[config.mk]
export PLATFORM = sky130hd
export DESIGN_NAME = peripheral_uart_rx
export DESIGN_NICKNAME = d
export VERILOG_FILES = /design/src/rtl/uart_rx_pkg.sv /design/src/rtl/uart_rx_fifo.sv /design/src/rtl/peripheral_uart_rx.sv
export SDC_FILE = /design/constraint.sdc
export NUM_CORES = 1
export LEC_CHECK = 0
export ABC_AREA = 1
export CAP_MARGIN = 15
export CORE_UTILIZATION = 45
export CTS_CLUSTER_SIZE = 12
export DETAILED_ROUTE_END_ITERATION = 8
export SKIP_LAST_GASP = 1
export SYNTH_ARGS = -nofsm -noshare
export SYNTH_HDL_FRONTEND = slang
export SYNTH_SLANG_ARGS = --single-unit
export TNS_END_PERCENT = 30
[constraint.sdc]
create_clock -name clk -period 3.5 [get_ports clk]
set_clock_uncertainty 0.2 [all_clocks]
set_input_delay 0.7 -clock clk [delete_from_list [all_inputs] [get_ports clk]]
set_output_delay 0.7 -clock clk [all_outputs]
set_load 0.01 [all_outputs]
[src/rtl/uart_rx_pkg.sv]
// Shared definitions for the UART receiver peripheral: register offsets,
// STATUS bit positions, receive FSM encoding and small helper functions.
package uart_rx_pkg;

    // Register offsets within the peripheral's addr[3:0] window
    localparam logic [3:0] REG_RXDATA = 4'h0;
    localparam logic [3:0] REG_STATUS = 4'h2;
    localparam logic [3:0] REG_DIV    = 4'h4;

    // STATUS register bit positions
    localparam int STAT_NOT_EMPTY  = 0;
    localparam int STAT_FULL       = 1;
    localparam int STAT_OVERRUN    = 2;
    localparam int STAT_FRAME_ERR  = 3;
    localparam int STAT_PARITY_ERR = 4;
    localparam int STAT_COUNT_LSB  = 8;
    localparam int STAT_COUNT_W    = 5;

    // Ticks per bit period and the sample points derived from it
    localparam int         OVERSAMPLE  = 16;
    localparam logic [3:0] SAMPLE_MID  = 4'(OVERSAMPLE / 2 - 1);
    localparam logic [3:0] SAMPLE_LAST = 4'(OVERSAMPLE - 1);

    typedef enum logic [2:0] {
        S_IDLE   = 3'd0,
        S_START  = 3'd1,
        S_DATA   = 3'd2,
        S_PARITY = 3'd3,
        S_STOP   = 3'd4
    } rx_state_t;

    // Even parity: the bit that makes the total number of ones even
    function automatic logic even_parity(input logic [7:0] data);
        return ^data;
    endfunction

    // Reset baud divisor, floored, clamped to 1..65535
    function automatic logic [15:0] reset_divisor(input int clk_freq, input int baud);
        int d;
        d = clk_freq / (baud * OVERSAMPLE);
        if (d < 1) begin
            d = 1;
        end else if (d > 65535) begin
            d = 65535;
        end
        return 16'(d);
    endfunction

endpackage

[src/rtl/uart_rx_fifo.sv]
// Byte FIFO for received characters. A push and a pop in the same cycle
// both succeed, even when the FIFO is full, leaving the count unchanged.
module uart_rx_fifo #(
    parameter int AW = 4
) (
    input  logic          clk,
    input  logic          rst,
    input  logic          push,
    input  logic          pop,
    input  logic [7:0]    din,
    output logic [7:0]    dout,
    output logic          full,
    output logic          empty,
    output logic [AW:0]   count
);

    localparam int          DEPTH      = 2 ** AW;
    localparam logic [AW:0] FULL_COUNT = (AW + 1)'(DEPTH);
    localparam logic [AW:0] CNT_ZERO   = {(AW + 1){1'b0}};
    localparam logic [AW:0] CNT_ONE    = (AW + 1)'(1'b1);
    localparam logic [AW-1:0] PTR_ONE  = AW'(1'b1);

    logic [7:0]    mem_r [DEPTH];
    logic [AW-1:0] wr_ptr_r;
    logic [AW-1:0] rd_ptr_r;
    logic [AW:0]   count_r;
    logic          push_ok_s;
    logic          pop_ok_s;

    // Accept a push when there is room or when a pop frees a slot this cycle
    always_comb begin
        pop_ok_s  = pop & (count_r != CNT_ZERO);
        push_ok_s = push & ((count_r != FULL_COUNT) | pop_ok_s);
    end

    // Storage write; contents need no reset because count gates every read
    always_ff @(posedge clk) begin
        if (push_ok_s) begin
            mem_r[wr_ptr_r] <= din;
        end
    end

    // Pointer and occupancy bookkeeping
    always_ff @(posedge clk or posedge rst) begin
        if (rst) begin
            wr_ptr_r <= {AW{1'b0}};
            rd_ptr_r <= {AW{1'b0}};
            count_r  <= CNT_ZERO;
        end else begin
            if (push_ok_s) begin
                wr_ptr_r <= wr_ptr_r + PTR_ONE;
            end
            if (pop_ok_s) begin
                rd_ptr_r <= rd_ptr_r + PTR_ONE;
            end
            case ({push_ok_s, pop_ok_s})
                2'b10:   count_r <= count_r + CNT_ONE;
                2'b01:   count_r <= count_r - CNT_ONE;
                default: count_r <= count_r;
            endcase
        end
    end

    assign dout  = mem_r[rd_ptr_r];
    assign full  = (count_r == FULL_COUNT);
    assign empty = (count_r == CNT_ZERO);
    assign count = count_r;

endmodule

[src/rtl/peripheral_uart_rx.sv]
// UART receiver on the J1 I/O bus: 16x oversampling, 8N1 deframing and a
// byte FIFO drained through the RXDATA register.
// Optional build macro PERIPHERAL_UART_RX_PARITY_EN adds one even-parity bit
// between the data bits and the stop bit.
module peripheral_uart_rx
    import uart_rx_pkg::*;
#(
    parameter int CLK_FREQ = 50000000,
    parameter int BAUD     = 115200,
    parameter int FIFO_AW  = 4
) (
    input  logic        clk,
    input  logic        rst,
    input  logic [15:0] d_in,
    input  logic        cs,
    input  logic [3:0]  addr,
    input  logic        rd,
    input  logic        wr,
    output logic [15:0] d_out,
    input  logic        uart_rx,
    output logic        rx_irq
);

    localparam logic [15:0] DIV_RESET = reset_divisor(CLK_FREQ, BAUD);

    // Line synchronizer and edge detect
    logic sync_meta_r;
    logic sync_line_r;
    logic line_prev_r;
    logic fall_s;

    // Baud tick generation
    logic [15:0] div_r;
    logic [15:0] tick_cnt_r;
    logic        tick_s;

    // Receive FSM
    rx_state_t   state_r;
    logic [3:0]  sample_cnt_r;
    logic [2:0]  bit_cnt_r;
    logic [7:0]  shift_r;
    logic        push_r;
    logic        frame_set_r;
    logic        parity_set_r;
    logic        parity_bad_r;

    // FIFO and bus side
    logic [7:0]         fifo_dout_s;
    logic               fifo_full_s;
    logic               fifo_empty_s;
    logic [FIFO_AW:0]   fifo_count_s;
    logic               rd_data_sel_s;
    logic               rd_data_sel_d_r;
    logic               pop_s;
    logic               wr_status_s;
    logic               wr_div_s;
    logic               overrun_set_s;
    logic               overrun_r;
    logic               frame_err_r;
    logic               parity_err_r;
    logic               rx_irq_r;
    logic [15:0]        status_s;

    // Bus decode, pop edge detection and tick/edge strobes
    always_comb begin
        rd_data_sel_s = cs & rd & (addr == REG_RXDATA);
        pop_s         = rd_data_sel_s & ~rd_data_sel_d_r & ~fifo_empty_s;
        wr_status_s   = cs & wr & (addr == REG_STATUS);
        wr_div_s      = cs & wr & (addr == REG_DIV);
        overrun_set_s = push_r & fifo_full_s & ~pop_s;
        tick_s        = (tick_cnt_r == (div_r - 16'd1));
        fall_s        = line_prev_r & ~sync_line_r;
    end

    // Two-flop synchronizer (idles high) plus previous-value flop for edge detect
    always_ff @(posedge clk or posedge rst) begin
        if (rst) begin
            sync_meta_r <= 1'b1;
            sync_line_r <= 1'b1;
            line_prev_r <= 1'b1;
        end else begin
            sync_meta_r <= uart_rx;
            sync_line_r <= sync_meta_r;
            line_prev_r <= sync_line_r;
        end
    end

    // Divisor register and oversample tick counter; a DIV write restarts the count
    always_ff @(posedge clk or posedge rst) begin
        if (rst) begin
            div_r      <= DIV_RESET;
            tick_cnt_r <= 16'd0;
        end else if (wr_div_s) begin
            div_r      <= (d_in == 16'h0000) ? 16'h0001 : d_in;
            tick_cnt_r <= 16'd0;
        end else if (tick_s) begin
            tick_cnt_r <= 16'd0;
        end else begin
            tick_cnt_r <= tick_cnt_r + 16'd1;
        end
    end

    // Receive FSM: mid-bit sampling of start, data, optional parity and stop
    always_ff @(posedge clk or posedge rst) begin
        if (rst) begin
            state_r      <= S_IDLE;
            sample_cnt_r <= 4'd0;
            bit_cnt_r    <= 3'd0;
            shift_r      <= 8'h00;
            push_r       <= 1'b0;
            frame_set_r  <= 1'b0;
            parity_set_r <= 1'b0;
            parity_bad_r <= 1'b0;
        end else begin
            push_r       <= 1'b0;
            frame_set_r  <= 1'b0;
            parity_set_r <= 1'b0;
            case (state_r)
                S_IDLE: begin
                    // A falling edge needs the line high first, so after a
                    // frame error we naturally wait for the line to recover.
                    if (fall_s) begin
                        state_r      <= S_START;
                        sample_cnt_r <= 4'd0;
                    end
                end
                S_START: begin
                    if (tick_s) begin
                        if (sample_cnt_r == SAMPLE_MID) begin
                            sample_cnt_r <= 4'd0;
                            if (sync_line_r) begin
                                state_r <= S_IDLE;
                            end else begin
                                state_r      <= S_DATA;
                                bit_cnt_r    <= 3'd0;
                                parity_bad_r <= 1'b0;
                            end
                        end else begin
                            sample_cnt_r <= sample_cnt_r + 4'd1;
                        end
                    end
                end
                S_DATA: begin
                    if (tick_s) begin
                        if (sample_cnt_r == SAMPLE_LAST) begin
                            sample_cnt_r <= 4'd0;
                            shift_r      <= {sync_line_r, shift_r[7:1]};
                            if (bit_cnt_r == 3'd7) begin
`ifdef PERIPHERAL_UART_RX_PARITY_EN
                                state_r <= S_PARITY;
`else
                                state_r <= S_STOP;
`endif
                            end else begin
                                bit_cnt_r <= bit_cnt_r + 3'd1;
                            end
                        end else begin
                            sample_cnt_r <= sample_cnt_r + 4'd1;
                        end
                    end
                end
`ifdef PERIPHERAL_UART_RX_PARITY_EN
                S_PARITY: begin
                    if (tick_s) begin
                        if (sample_cnt_r == SAMPLE_LAST) begin
                            sample_cnt_r <= 4'd0;
                            state_r      <= S_STOP;
                            if (sync_line_r != even_parity(shift_r)) begin
                                parity_bad_r <= 1'b1;
                                parity_set_r <= 1'b1;
                            end
                        end else begin
                            sample_cnt_r <= sample_cnt_r + 4'd1;
                        end
                    end
                end
`endif
                S_STOP: begin
                    if (tick_s) begin
                        if (sample_cnt_r == SAMPLE_LAST) begin
                            sample_cnt_r <= 4'd0;
                            state_r      <= S_IDLE;
                            if (sync_line_r) begin
                                push_r <= ~parity_bad_r;
                            end else begin
                                frame_set_r <= 1'b1;
                            end
                        end else begin
                            sample_cnt_r <= sample_cnt_r + 4'd1;
                        end
                    end
                end
                default: begin
                    state_r      <= S_IDLE;
                    sample_cnt_r <= 4'd0;
                end
            endcase
        end
    end

    uart_rx_fifo #(
        .AW    (FIFO_AW)
    ) u_fifo (
        .clk   (clk),
        .rst   (rst),
        .push  (push_r),
        .pop   (pop_s),
        .din   (shift_r),
        .dout  (fifo_dout_s),
        .full  (fifo_full_s),
        .empty (fifo_empty_s),
        .count (fifo_count_s)
    );

    // Sticky error flags: a new error in the same cycle as a W1C keeps the flag set
    always_ff @(posedge clk or posedge rst) begin
        if (rst) begin
            overrun_r    <= 1'b0;
            frame_err_r  <= 1'b0;
            parity_err_r <= 1'b0;
        end else begin
            overrun_r    <= overrun_set_s | (overrun_r & ~(wr_status_s & d_in[STAT_OVERRUN]));
            frame_err_r  <= frame_set_r | (frame_err_r & ~(wr_status_s & d_in[STAT_FRAME_ERR]));
            parity_err_r <= parity_set_r | (parity_err_r & ~(wr_status_s & d_in[STAT_PARITY_ERR]));
        end
    end

    // Read-strobe history for single pop per access, and registered interrupt
    always_ff @(posedge clk or posedge rst) begin
        if (rst) begin
            rd_data_sel_d_r <= 1'b0;
            rx_irq_r        <= 1'b0;
        end else begin
            rd_data_sel_d_r <= rd_data_sel_s;
            rx_irq_r        <= ~fifo_empty_s;
        end
    end

    // STATUS word assembly
    always_comb begin
        status_s                                   = 16'h0000;
        status_s[STAT_NOT_EMPTY]                   = ~fifo_empty_s;
        status_s[STAT_FULL]                        = fifo_full_s;
        status_s[STAT_OVERRUN]                     = overrun_r;
        status_s[STAT_FRAME_ERR]                   = frame_err_r;
        status_s[STAT_PARITY_ERR]                  = parity_err_r;
        status_s[STAT_COUNT_LSB +: STAT_COUNT_W]   = STAT_COUNT_W'(fifo_count_s);
    end

    // Read data mux; zero whenever this peripheral is not being read
    always_comb begin
        d_out = 16'h0000;
        if (cs & rd) begin
            case (addr)
                REG_RXDATA: begin
                    if (fifo_empty_s) begin
                        d_out = 16'h0000;
                    end else begin
                        d_out = {8'h00, fifo_dout_s};
                    end
                end
                REG_STATUS: d_out = status_s;
                REG_DIV:    d_out = div_r;
                default:    d_out = 16'h0000;
            endcase
        end else begin
            d_out = 16'h0000;
        end
    end

    assign rx_irq = rx_irq_r;

endmodule
==> run metrics, run 1 <==
outcome=finished, violations left; failing checks=setup timing; Post-synth ARST share=36.3%; post-synthesis compound-gate area fraction=11.2%; IO Port Bufs=42; Cell Area, Synth=around 9600 µm²; CP bufs+invs=4; FF/Latch Area=5680 µm²; maximum clock frequency=271 MHz; post-synth top area share=40.0%; first-pass GRT wire length=37.9 mm; Hold Vio Cnt, Final=0; critical path fanouts, max=8; Synth Area in Adders=1.90%; maximum vdd drop=about 0.44 mV; vias in the first global route=6735; clock power share=30.4%; Die W=between 100 and 150 µm; Seq cells post-synth=201; Critical Path End Type=primary output; Required @ worst endpoint=approximately 2600 ps; fin crit share=105%; combinational power share=31.0%; Routed WL=24.3 mm; pwr/cell area=between 600 and 700 nW/µm²; hold buffer count at cts=0; Cell Chain, Critical Path=clkinv_4 -> buf_12 -> buf_12 -> o21ai_0 -> o221ai_1 -> nand3_1 -> nand2_1 -> nand2_1 -> a31oi_1 -> clkdlybuf4s50_1; final critical-path setup slack=-184 ps; Skew-Pair Late Insertion Delay=around 520 ps; Vias=7272; largest family of logic cells by synthesized area=simple AND/OR/NAND/NOR gates; Synth top cells by count=nand2_1, nor2_1, edfxtp_1, o21ai_0, inv_1; Clock transition at path regs=about 60 ps; synth warn=0; clock sink total=201; non-filler instance count after layout=1370; DP Wirelength=17.3 mm; die area=21900 µm²; post-synthesis mux area share=0%; grt ovf=0; Tot GR Track Use=between 20 and 25%; Post-Place Setup Slack=-39.9 ps; initial drt markers=approximately 610; Clock Path Buffers=3; TritonCTS clock tree=done; vias per cell=roughly 5.3; Pwr Total=around 7.6 mW; root buffer cell=clkbuf_16; DIE HEIGHT=between 100 and 150 µm; H-tree depth=1; Avg Cell Area, Syn=a little under 10 µm²; MaxCap Viol Count=0; site row count=53; Main synth FF type=edfxtp_1; core occupancy in the finished layout=a little under three fifths; Worst path slowest cell=clkdlybuf4s50_1; Area growth syn-to-layout=20.1%; EDFF count, synth=around 130; initial core utilization=45.8%; Worst slew margin=between 40% and 50%; top post-synthesis cells by area=edfxtp_1, dfrtp_1, nand2_1; Diodes inserted=0; DRT Pass-1 Iters=6; DRC errors left=0; final worst path period need=3680 ps; GPL Wtd Cong=between 0.8 and 0.9; worst slew pin tran=about 830 ps; kind of cell adding the most delay to the critical path=buffers and inverters; Syn Nets=1024; worst hold path class=flop to flop; I/O Pins=43; sequential power share=between 30% and 40%; antenna violations before repair=0; Sw Share=about 34%; Core Region=about 21000 µm²; multi-input logic area=around 3500 µm²; post-place instance area=10700 µm²; # setup viols final=8; simple-gate share of the synthesized area=20.3%; number of cells after detailed placement=approximately 1300; Synth cell types=48; CP peak stage delay=580 ps; Post-Synth XOR/XNOR Area=2.64%; startpoint types=flop; area leader, netlist=edfxtp_1; largest net degree at the start of global routing=36; Detail Route Antenna Nets=0; Syn Inst Count=984; number of nets in the layout=1120; share of cells above drive strength 1=~14%; CTS Buf Count=23; Seq/Total Area, Yosys=between 50% and 60%; CP Class=flop to primary output; count leader, synth=nand2_1; Pleak=4.98 nW; Slew Viols, Final=0; Avg WL per Cell=17.7 µm; post-route cell area=11500 µm²; Critical Path AT=2780 ps; RSZ-0062 raised after global routing=yes; number of fill cells=1854; sw power=between 2 and 3 mW; design internal power=4.97 mW
-- worst reg2reg max path, delay by kind of cell (launching register included) --
family	cells	cell delay [ps]
fa+ha+maj	1	340
buf+inv	3	220
compound gates	3	540
xor+xnor	1	130
flops	1	420
simple gates	5	770
-- through the flow --
step / hold WS (ps) / setup TNS (ps)
after floorplan: 145 / 0
after global placement: 146 / -30.4
after detailed placement: 147 / -162
after CTS: 160 / -1350
after global routing: 166 / -2080
final: 157 / -789
-- flip-flops by register name, indices dropped and copies added (netlist names), 3 cells and up --
signal           cells
bit_cnt_r            3
div_r               16
sample_cnt_r         4
shift_r              8
state_r              3
tick_cnt_r          16
u_fifo.count         5
u_fifo.mem_r       128
u_fifo.rd_ptr_r      4
u_fifo.wr_ptr_r      4
-- cell type report --
| class | instances | share of cell area, % |
|---|---|---|
| flip-flops and latches | 201 | 49.2 |
| multi-input cells | 663 | 30.1 |
| repair buffers | 102 | 8.42 |
| clock buffers | 29 | 5.18 |
| inverters | 89 | 2.99 |
| well taps | 275 | 2.98 |
| clock inverters | 11 | 1.05 |
-- cells in the final DEF, fill, tap and decap left out, types with 18 or more instances in the layout --
cell and instances:
buf_4 51, clkbuf_16 23, clkdlybuf4s50_1 37, dfrtp_1 65, edfxtp_1 128, inv_1 76, nand2_1 193, nand3_1 34
nand4_1 18, nor2_1 133, o21ai_0 95, o221ai_1 19, xor2_1 20
-- path summary, 6_finish.rpt --
kind                                    startpoint                 end  slack (ps)  depth (start not counted)
worst max-delay path            u_fifo.rd_ptr_r[0]            d_out[1]        -180                         10
worst min-delay path                   sync_meta_r         sync_line_r         160                          0
worst max register to register     u_fifo.count[0]     u_fifo.count[4]         770                         13
worst min register to register         sync_meta_r         sync_line_r         160                          0
max in group asynchronous                      rst            div_r[8]        1930                          4
min in group asynchronous                      rst  u_fifo.wr_ptr_r[0]         370                          2
-- cells by family (layout without fill, tap and decap cells) --
group           count (synthesis)  count (layout)
fa+ha+maj                      14              14
buf+inv                       120             231
compound gates                182             182
flops                         201             201
xor+xnor                       29              29
simple gates                  438             438
-- power by group through the flow --
| stage | sequential, mW | clock [mW] | combinational (mW) |
|---|---|---|---|
| after floorplan | 2.87 | 0 | 1.54 |
| after global placement | 2.97 | 0 | 2.24 |
| after detailed placement | 2.97 | 0 | 2.26 |
| after CTS | 2.93 | 2.36 | 2.28 |
| after global routing | 2.96 | 2.45 | 2.62 |
| final | 2.93 | 2.31 | 2.35 |
-- layer usage --
layer	wire (µm)	global-route usage (%)	part of all wire, %
met5	0	0	0
met2	10800	34.1	44
met4	699	7.06	2.9
met1	11500	33.8	47
met3	1350	3.59	5.6
-- what timing repair did --
| item | CTS | global route |
|---|---|---|
| gates resized for setup | 9 | 10 |
| endpoints found under the setup margin | 13 | 14 |
| buffers inserted | 0 | 6 |
| pin swaps | 3 | 6 |
| hold endpoints to repair | 0 | 0 |
Power figures use the tool's default switching activity.
==> run 2: changes to the inputs <==
--- a/constraint.sdc
+++ b/constraint.sdc
@@ -4,2 +4,2 @@
 set_output_delay 0.7 -clock clk [all_outputs]
-set_load 0.01 [all_outputs]
+set_load 0.02 [all_outputs]
==> run metrics, run 2 (synthesis gave the netlist of run 1 again) <==
outcome=finished, violations left; failing checks=setup timing; worst slew pin tran=761 ps (-71.4 ps); Worst path slowest cell=clkdlybuf4s50_1; Clock transition at path regs=50 ps (about the same); number of fill cells=1907 (+2.9%); maximum vdd drop=0.419 mV (-5.6%); Avg WL per Cell=17.7 µm (about the same); Slew Viols, Final=0 (unchanged); critical path fanouts, max=6 (-2); die area=21900 µm² (unchanged); worst hold path class=flop to flop; Pleak=4.98 nW (about the same); pwr/cell area=653 nW/µm² (-0.76%); CTS Buf Count=23 (unchanged); most frequent cells in the layout=nand2_1, nor2_1, edfxtp_1, o21ai_0, inv_1; Post-Place Setup Slack=-111 ps (-71.0 ps); DIE HEIGHT=148 µm (unchanged); Core Region=21000 µm² (unchanged); DP Wirelength=17.4 mm (+0.58%); Worst path most repeated cell=clkdlybuf4s50_1; fin crit share=102% (-3.4 points); sequential power share=38.8% (+0.2 points); Clock Path Buffers=3 (unchanged); Worst Setup EP=d_out[9]; sw power=2.61 mW (-0.45%); top flop regs=u_fifo.mem_r (128), div_r (16), tick_cnt_r (16); TritonCTS clock tree=done; vias per cell=5.24 (-1.3%); H-tree depth=1 (unchanged); maximum clock frequency=280 MHz (+3.3%); Skew-Pair Late Insertion Delay=510 ps (about the same); post-route cell area=11500 µm² (-0.54%); internal reg-to-reg setup slack=720 ps (-50 ps); Vias=7184 (-1.2%); I/O Pins=43 (unchanged); CP Class=input pin to primary output; Required @ worst endpoint=2600 ps (about the same); site row count=53 (unchanged); hold buffer count at cts=0 (unchanged); DRC errors left=0 (unchanged); Area growth syn-to-layout=19.5%; Detail Route Antenna Nets=0 (unchanged); max FFs per register=128 (unchanged); root buffer cell=clkbuf_16; number of nets in the layout=1119 (-0.089%); Pwr Total=7.49 mW (-1.3%); combinational power share=30.9% (about the same); share of cells above drive strength 1=14.4% (+0.53 points); clock sink total=201 (unchanged); crit path launch=addr[0]; Worst slew margin=49.2% (+5.1 points); initial drt markers=438 (-29%); Tot GR Track Use=22.7% (about the same); RSZ-0062 raised after global routing=yes; vias in the first global route=6847 (+1.7%); startpoint types=input pin; initial core utilization=45.8% (unchanged); # setup viols final=6 (-2); Diodes inserted=0 (unchanged); final critical-path setup slack=-65.2 ps (+119 ps); DRT Pass-1 Iters=5 (-1); grt ovf=0 (unchanged); CP peak stage delay=610 ps (+30 ps); Die W=148 µm (unchanged); Top reg by flops=u_fifo.mem_r; Routed WL=24.3 mm (about the same); Cell Chain, Critical Path=clkdlybuf4s50_1 -> nor2_1 -> nand3_2 -> clkinv_1 -> buf_4 -> nand2_1 -> a21oi_1 -> clkdlybuf4s50_1; worst r2r path cells=12 (-1); MaxCap Viol Count=0 (unchanged); Critical Path End Type=primary output; final worst path period need=3570 ps (-119 ps); Sw Share=34.8% (+0.30 points); most common cell after layout, fill and taps aside=nand2_1; antenna violations before repair=0 (unchanged); worst r2r src=div_r[0]; Critical Path AT=2670 ps (-110 ps); Hold Vio Cnt, Final=0 (unchanged); clock power share=30.3% (about the same); IO Port Bufs=42 (unchanged); largest net degree at the start of global routing=32 (-11%); worst r2r dst=sample_cnt_r[1]; post-place instance area=10700 µm² (-0.14%); GPL Wtd Cong=0.888 (-0.43%); design internal power=4.89 mW (-1.7%); first-pass GRT wire length=37.9 mm (about the same)
## run 2: changes by cell type in the layout (fill, tap and decap cells not counted), sizes merged
cell           delta
buf               -1
bufinv            -1
clkbuf            +5
clkdlybuf4s15     +2
clkdlybuf4s50     -5
clkinv            -2
dlygate4sd2       +2
inv               +1
## run 2: through the flow
stage | hold WS, ps | setup TNS, ps | instances | utilization [%]
floorplan | 145 | 0 | 984 | -
global placement | 146 | -784 | 1327 | 51.1
detailed placement | 147 | -1100 | 1327 | 51.1
CTS | 161 | -1060 | 1370 | 54.6
global route | 164 | -1410 | 1371 | 54.7
finish | 158 | -239 | 1371 | 54.7
## run 2: how the worst min path moves through the flow
| stage | from | cells after the start | endpoint |
|---|---|---|---|
| 3_3_place_gp | sync_meta_r | 0 | sync_line_r |
| 2_1_floorplan | sync_meta_r | 0 | sync_line_r |
| 3_5_place_dp | sync_meta_r | 0 | sync_line_r |
| 5_1_grt | sync_meta_r | 0 | sync_line_r |
| 6_report | sync_meta_r | 0 | sync_line_r |
| 4_1_cts | sync_meta_r | 0 | sync_line_r |
## run 2: what timing repair did
action	CTS	global route
setup endpoints to repair	13	16
gates resized for setup	13	11
pin swaps	0	0
setup buffers	1	1
## run 2: critical path: cells and delay by family
| kind | cells | cell delay, ps |
|---|---|---|
| simple gates | 3 | 430 |
| compound gates | 1 | 150 |
| buf+inv | 4 | 1380 |
## run 2: power by group through the flow
stage | combinational (mW) | sequential (mW) | clock (mW)
after floorplan | 1.54 | 2.87 | 0
after global placement | 2.23 | 2.95 | 0
after detailed placement | 2.26 | 2.95 | 0
after CTS | 2.28 | 2.91 | 2.32
after global routing | 2.60 | 2.93 | 2.41
final | 2.31 | 2.91 | 2.27
## run 2: layout make-up
| cell class | count | area, µm² | share of cell area (%) |
|---|---|---|---|
| inverters | 89 | 344 | 3.00 |
| clock buffers | 33 | 633 | 5.52 |
| clock inverters | 9 | 78.8 | 0.687 |
| well taps | 275 | 344 | 3.00 |
| flip-flops and latches | 201 | 5680 | 49.5 |
| multi-input cells | 663 | 3480 | 30.4 |
| repair buffers | 101 | 907 | 7.91 |
## run 2: layer usage
metal	part of all wire [%]	up-vias	routed length, µm	GRT usage (%)
li1	-	3575	-	-
met1	49	3425	11900	33.7
met2	45	144	10900	34.6
met3	3.8	40	929	2.76
met4	2.7	0	649	7.53
met5	0	-	0	0
==> run 3: changes to the inputs <==
Settings changed: ABC_CLOCK_PERIOD_IN_PS set to 3500.
==> results of run 3 <==
Same layout as run 2: the final DEF is identical, and so are final timing and power.
